==> src/rtl/riscv_pkg.sv <==
// Shared RISC-V definitions: opcodes, fetch FSM states, instruction field positions, fetch FIFO entry.
// Latency: none, this package holds declarations only.
// Backpressure: not applicable.
package riscv_pkg;

    typedef enum logic [6:0] {
        OP_LOAD   = 7'b0000011,
        OP_IMM    = 7'b0010011,
        OP_AUIPC  = 7'b0010111,
        OP_STORE  = 7'b0100011,
        OP_REG    = 7'b0110011,
        OP_LUI    = 7'b0110111,
        OP_BRANCH = 7'b1100011,
        OP_JALR   = 7'b1100111,
        OP_JAL    = 7'b1101111,
        OP_SYSTEM = 7'b1110011
    } opcode_t;

    typedef enum logic [1:0] {
        S_BOOT = 2'd0,
        S_RUN  = 2'd1,
        S_HALT = 2'd2
    } fetch_state_t;

    localparam int OPCODE_LSB = 0;
    localparam int OPCODE_MSB = 6;
    localparam int FUNCT3_LSB = 12;
    localparam int FUNCT3_MSB = 14;
    localparam int FUNCT7_LSB = 25;
    localparam int FUNCT7_MSB = 31;

    localparam logic [31:0] PC_STEP = 32'd4;

    typedef struct packed {
        logic [31:0] instr;
        logic [31:0] pc;
    } fetch_entry_t;

endpackage

==> src/rtl/fetch_fifo.sv <==
// Synchronous prefetch FIFO holding {instr, pc} entries, with flush.
// Latency: a push is visible at the head on the next cycle.
// Backpressure: none internally; the caller's credit scheme keeps push off a full FIFO.
module fetch_fifo
    import riscv_pkg::*;
#(
    parameter int DEPTH = 2,
    localparam int PW = $clog2(DEPTH),
    localparam int CW = PW + 1
) (
    input  logic          clock,
    input  logic          reset,
    input  logic          i_push_vld,
    input  fetch_entry_t  i_push_dat,
    input  logic          i_pop,
    input  logic          i_flush,
    output logic [CW-1:0] o_count,
    output fetch_entry_t  o_head_dat
);

    fetch_entry_t  r_mem [DEPTH];
    logic [PW-1:0] r_wr_ptr;
    logic [PW-1:0] r_rd_ptr;
    logic [CW-1:0] r_count;

    always_ff @(posedge clock) begin
        if (reset || i_flush) begin
            r_wr_ptr <= '0;
            r_rd_ptr <= '0;
            r_count  <= '0;
        end else begin
            if (i_push_vld) begin
                r_mem[r_wr_ptr] <= i_push_dat;
                r_wr_ptr        <= r_wr_ptr + PW'(1);
            end
            if (i_pop) begin
                r_rd_ptr <= r_rd_ptr + PW'(1);
            end
            r_count <= r_count + CW'(i_push_vld) - CW'(i_pop);
        end
    end

    assign o_count    = r_count;
    assign o_head_dat = r_mem[r_rd_ptr];

endmodule

==> src/rtl/fetch_unit.sv <==
// Instruction fetch: owns the PC, requests imem words, buffers them (FETCH_MISALIGN_CHECK_EN adds halt on misaligned redirect).
// Latency: response in cycle N is presented to the controller in cycle N+1.
// Backpressure: requests stop when in-flight plus buffered words reach FIFO_DEPTH; instr held until instr_ready.
module fetch_unit
    import riscv_pkg::*;
#(
    parameter logic [31:0] RESET_PC   = 32'h0000_0000,
    parameter int          FIFO_DEPTH = 2
) (
    input  logic        clock,
    input  logic        reset,
    output logic        imem_req_valid,
    input  logic        imem_req_ready,
    output logic [31:0] imem_req_addr,
    input  logic        imem_rsp_valid,
    input  logic [31:0] imem_rsp_data,
    input  logic        redirect_valid,
    input  logic [31:0] redirect_pc,
    output logic        instr_valid,
    input  logic        instr_ready,
    output logic [31:0] instr,
    output logic [31:0] instr_pc,
    output logic [6:0]  opcode,
    output logic [2:0]  funct3,
    output logic [6:0]  funct7,
    output logic        fetch_fault
);

    localparam int PW = $clog2(FIFO_DEPTH);
    localparam int CW = PW + 1;

    fetch_state_t  r_state;
    logic [31:0]   r_fetch_pc;
    logic [CW-1:0] r_inflight;
    logic [CW-1:0] r_discard;
    logic [31:0]   r_pcq [FIFO_DEPTH];
    logic [PW-1:0] r_pcq_wr;
    logic [PW-1:0] r_pcq_rd;

    logic [CW-1:0] w_count;
    logic [CW-1:0] w_credit_used;
    logic [CW-1:0] w_inflight_nxt;
    logic          w_req_fire;
    logic          w_rsp_drop;
    logic          w_push;
    logic          w_pop;
    logic          w_misalign;
    logic [31:0]   w_redir_pc;
    fetch_entry_t  w_push_dat;
    fetch_entry_t  w_head;

`ifdef FETCH_MISALIGN_CHECK_EN
    logic r_fault;
    assign w_redir_pc  = redirect_pc;
    assign w_misalign  = redirect_valid && (redirect_pc[1:0] != 2'b00);
    assign fetch_fault = r_fault;
`else
    assign w_redir_pc  = redirect_pc & ~32'h3;
    assign w_misalign  = 1'b0;
    assign fetch_fault = 1'b0;
`endif

    assign instr_valid = (r_state == S_RUN) && (w_count != '0);
    assign w_pop       = instr_valid && instr_ready && !redirect_valid;

    // A pop frees its slot at this edge, so it returns credit at once to sustain one word per cycle.
    assign w_credit_used  = r_inflight + w_count - CW'(w_pop);
    assign imem_req_valid = (r_state == S_RUN) && !redirect_valid
                            && (w_credit_used < CW'(FIFO_DEPTH));
    assign imem_req_addr  = r_fetch_pc;
    assign w_req_fire     = imem_req_valid && imem_req_ready;

    assign w_rsp_drop     = imem_rsp_valid && (r_discard != '0);
    assign w_push         = imem_rsp_valid && (r_discard == '0) && !redirect_valid;
    assign w_inflight_nxt = r_inflight + CW'(w_req_fire) - CW'(imem_rsp_valid);
    assign w_push_dat     = '{instr: imem_rsp_data, pc: r_pcq[r_pcq_rd]};

    fetch_fifo #(
        .DEPTH (FIFO_DEPTH)
    ) u_fifo (
        .clock      (clock),
        .reset      (reset),
        .i_push_vld (w_push),
        .i_push_dat (w_push_dat),
        .i_pop      (w_pop),
        .i_flush    (redirect_valid),
        .o_count    (w_count),
        .o_head_dat (w_head)
    );

    assign instr    = instr_valid ? w_head.instr : '0;
    assign instr_pc = instr_valid ? w_head.pc    : '0;
    assign opcode   = instr[OPCODE_MSB:OPCODE_LSB];
    assign funct3   = instr[FUNCT3_MSB:FUNCT3_LSB];
    assign funct7   = instr[FUNCT7_MSB:FUNCT7_LSB];

    always_ff @(posedge clock) begin
        if (reset) begin
            r_state    <= S_BOOT;
            r_fetch_pc <= RESET_PC;
            r_inflight <= '0;
            r_discard  <= '0;
            r_pcq_wr   <= '0;
            r_pcq_rd   <= '0;
`ifdef FETCH_MISALIGN_CHECK_EN
            r_fault    <= 1'b0;
`endif
        end else begin
            r_inflight <= w_inflight_nxt;
            // Everything still outstanding after a redirect belongs to the old path.
            if (redirect_valid) begin
                r_discard <= w_inflight_nxt;
            end else if (w_rsp_drop) begin
                r_discard <= r_discard - CW'(1);
            end
            if (w_req_fire) begin
                r_pcq[r_pcq_wr] <= r_fetch_pc;
                r_pcq_wr        <= r_pcq_wr + PW'(1);
            end
            if (imem_rsp_valid) begin
                r_pcq_rd <= r_pcq_rd + PW'(1);
            end
            if (redirect_valid) begin
                r_fetch_pc <= w_redir_pc;
            end else if (w_req_fire) begin
                r_fetch_pc <= r_fetch_pc + PC_STEP;
            end
            case (r_state)
                S_BOOT:  r_state <= S_RUN;
                S_RUN:   if (w_misalign) r_state <= S_HALT;
                default: r_state <= S_HALT;
            endcase
`ifdef FETCH_MISALIGN_CHECK_EN
            if (w_misalign && (r_state == S_RUN)) begin
                r_fault <= 1'b1;
            end
`endif
        end
    end

endmodule

==> config.mk <==
export PLATFORM = sky130hd
export DESIGN_NAME = fetch_unit
export DESIGN_NICKNAME = d
export VERILOG_FILES = /design/src/rtl/riscv_pkg.sv /design/src/rtl/fetch_fifo.sv /design/src/rtl/fetch_unit.sv
export SDC_FILE = /design/constraint.sdc
export NUM_CORES = 1
export LEC_CHECK = 0
export CAP_MARGIN = 20
export CORE_MARGIN = 2
export CORE_UTILIZATION = 23
export DETAILED_ROUTE_END_ITERATION = 16
export PLACE_DENSITY_LB_ADDON = 0.15
export SYNTH_ARGS = -nofsm -noshare
export SYNTH_HDL_FRONTEND = slang
export SYNTH_SLANG_ARGS = --single-unit
export TNS_END_PERCENT = 1
==> constraint.sdc <==
create_clock -name clock -period 4.1 [get_ports clock]
set_input_delay 0.41 -clock clock [delete_from_list [all_inputs] [get_ports clock]]
set_output_delay 0.41 -clock clock [all_outputs]
set_load 0.05 [all_outputs]
==> impl_metrics.ini <==
[die]
coreArea_um2 = 40800
dieArea_um2 = 43100
fp-row-count = 74
die_h_um = 208
die_w_um = 208
start_util_pct = 23.3
io_pins = 186

[sta]
rsz0062_at_grt = false
fin_crit_ps = 3280
hold_slack_ps = 453
hold_viol = 0
setup_viol = 0
worstMarginPinSlew_ps = 879
skew_ps = 11.1
slew_headroom_pct = 41.3
timing.final.crit_share_pct = 80.0
maxSlewViolCount = 0
max_freq_mhz = 305

[pwr]
p_leak_nw = 3.99
p_per_area_nw_per_um2 = 424
finalPower_w = 0.00539
internal_power_w = 0.00406
clkPwrFrac_pct = 40.2
p_sw_w = 0.00132
p_comb_share_pct = 10.5
seqPwrFrac_pct = 49.3
switching_share_pct = 24.6
worst_ir_drop_vdd_v = 0.000229

[critical_path]
critPathLaunchType = flop
slowest_stage = xnor3_2
crit_path_end_kind = flop
path_buf_inv = 2
cpPeakStageDelay_ps = 370
critPathTopFamily = simple AND/OR/NAND/NOR gates
worstPathCellList = nor2b_1 > o21ai_4 > nor3b_1 > ha_1 > nor2b_4 > xnor3_2 > nor2_4 > inv_2 > ha_1 > inv_1 > ha_1 > xor2_1 > xnor2_1 > nor2_1 > a22o_1
cp.required_ps = 4530
crit_type = flop to flop
arrival_ps = 3710
r2r_slack_ps = 820
cp_common_cell = ha_1
cp_max_fo = 6

[finish]
final_util_pct = 31.1
seqCellArea_um2 = 6410
final_area_um2 = 12700
multiInputGateArea_um2 = 2830
nNetsFinal = 929
fillCellCount = 4105
syn2layout_area_growth_pct = 33.3
antenna_cells = 0
layout-drive-gt1-share_pct = 12.9

[routing]
viasPerCell = 4.13
wl_met3_mm = 1.03
ant_nets = 0
wl_met2_mm = 12.0
wl_per_cell_um = 17.8
drt_iter0_drc = 176
route.detailed.drc = 0
first_pass_iters = 4
wirelength_mm = 25.0
wl_met1_mm = 11.4
top_layer_used = met4
vias = 5793

[cts]
post_cts_buffers = 0
clock_sinks = 228
clock_latency_ps = 530
root_buffer = clkbuf_16
htreeDepth = 1
path_clk_slew_ps = 60
cts.path.max_buffers = 3
cts_made_buffers = 27
cts_tree = built
cts_hold_buf = 0
cts_resized = 0

[placement]
io_buffers = 178
place_area_um2 = 11900
hpwl_mm = 16.2
gp_congestion = 0.713

[synthesis]
synth-main-ff-cell = edfxtp_1
ys_seq_area_share_pct = 67.2
synthArstFlopShare_pct = 0
yosysWarnings = 0
ys_types = 56
avgSynthCellArea_um2 = 14.1
syn_inst = 676
synth-seq-cells = 228
syn-cell-area_um2 = 9530
synth-edff-count = 184

[global_route]
grt_pass1_wl_mm = 37.2
antenna_found_initial = 0
grt_usage_pct = 11.4
overflow = 0
grt_max_degree = 64
grt_pass1_vias = 5793

[run_status]
status = finished clean

[worst_hold_path]
hp-class = input pin to flop

[flow_run]
maxCapViolCount = 0
[worst min-delay path, delay by kind of cell]
family / cells / cell delay, ps
AOI/OAI and AO/OA: 1 / 50
buffers and inverters: 1 / 390
and+or+nand+nor: 1 / 80
[metal layers]
| layer | up-vias | track usage [%] |
|---|---|---|
| met5 | - | 0 |
| met4 | 0 | 3.35 |
| met3 | 34 | 2.18 |
| met2 | 128 | 19.2 |
| met1 | 2787 | 14.9 |
| li1 | 2844 | - |
[power groups by stage]
stage	combinational (W)	sequential [W]	clock, W
global placement	0.000576	0.00271	0
CTS	0.000580	0.00266	0.00226
floorplan	0.000294	0.00275	0
global route	0.000612	0.00267	0.00234
detailed placement	0.000578	0.00271	0
finish	0.000567	0.00266	0.00216
[registers in the layout, summed over array words and instances, names as in the netlist, 2 cells and up, named ones only]
| register | count |
|---|---|
| imem_req_addr | 30 |
| u_fifo.o_count | 2 |
| r_discard | 2 |
| r_pcq | 60 |
| r_inflight | 2 |
| u_fifo.r_mem | 124 |
| r_state | 2 |
[synthesized netlist by cell type, types with 4 or more instances]
library cell	count	share of area [%]
nor3_1	7	0.37
nor2_1	93	3.7
o211ai_1	4	0.32
nand4_1	13	0.85
and3_1	9	0.59
edfxtp_1	184	58
a21oi_1	5	0.26
and4_1	4	0.37
xnor2_1	21	1.9
inv_1	16	0.63
a311oi_1	4	0.37
buf_1	8	0.32
or3_1	5	0.33
clkbuf_1	21	0.83
mux2_2	31	3.7
nand2_1	25	0.98
buf_4	22	1.7
and2_1	4	0.26
o21ai_0	4	0.21
nor3_2	6	0.63
nand3_1	11	0.58
a211oi_1	10	0.79
ha_1	7	0.92
nor4_1	4	0.26
mux2i_1	66	6.9
dfxtp_1	44	9.2
a31oi_1	6	0.39
[cell usage in the layout, fill, tap and decap left out, types with 16 or more instances in the layout]
cell	count
inv_1	16
nand2_1	25
dfxtp_1	43
mux2i_1	66
clkdlybuf4s50_1	177
clkbuf_16	27
edfxtp_1	184
mux2_2	31
nor2_1	90
xnor2_1	21
[kinds of logic (layout without fill, tap and decap cells)]
group                    count (synthesis)  in the layout  share of synthesized area, %
AO/OA/AOI/OAI                           50             50                          3.96
XOR/XNOR                                26             26                          2.69
adder cells (fa/ha/maj)                  7              7                         0.919
buffers and inverters                   69            258                          3.66
flip-flops                             228            228                          67.2
multiplexers                            97             97                          10.6
other                                    1              5                        0.0393
AND/OR/NAND/NOR                        198            198                          10.9
[metrics by stage]
step | instances | TNS, ps | worst slack, ps
floorplan | 680 | -6890 | -55.6
global placement | 1355 | 0 | 509
detailed placement | 1355 | 0 | 457
CTS | 1401 | 0 | 751
global route | 1401 | 0 | 506
finish | 1401 | 0 | 819
[final cells by class]
type | count | share of cell area, %
multi-input cells | 383 | 22.2
clock inverters | 15 | 0.768
inverters | 17 | 0.502
well taps | 532 | 5.24
repair buffers | 195 | 15.4
clock buffers | 31 | 5.43
flip-flops and latches | 228 | 50.4
[path summary, 6_finish.rpt]
kind	start	to	cells after the start
max reg2reg	r_state[0]$_SDFFE_PP0P_	r_discard[1]$_SDFFE_PP0P_	15
min reg2reg	r_state[1]$_SDFFE_PP0P_	r_state[0]$_SDFFE_PP0P_	1
min	redirect_pc[4]	imem_req_addr[4]$_SDFFE_PP0P_	3
max	r_state[0]$_SDFFE_PP0P_	r_discard[1]$_SDFFE_PP0P_	15
(Power assumes the default switching activity.)
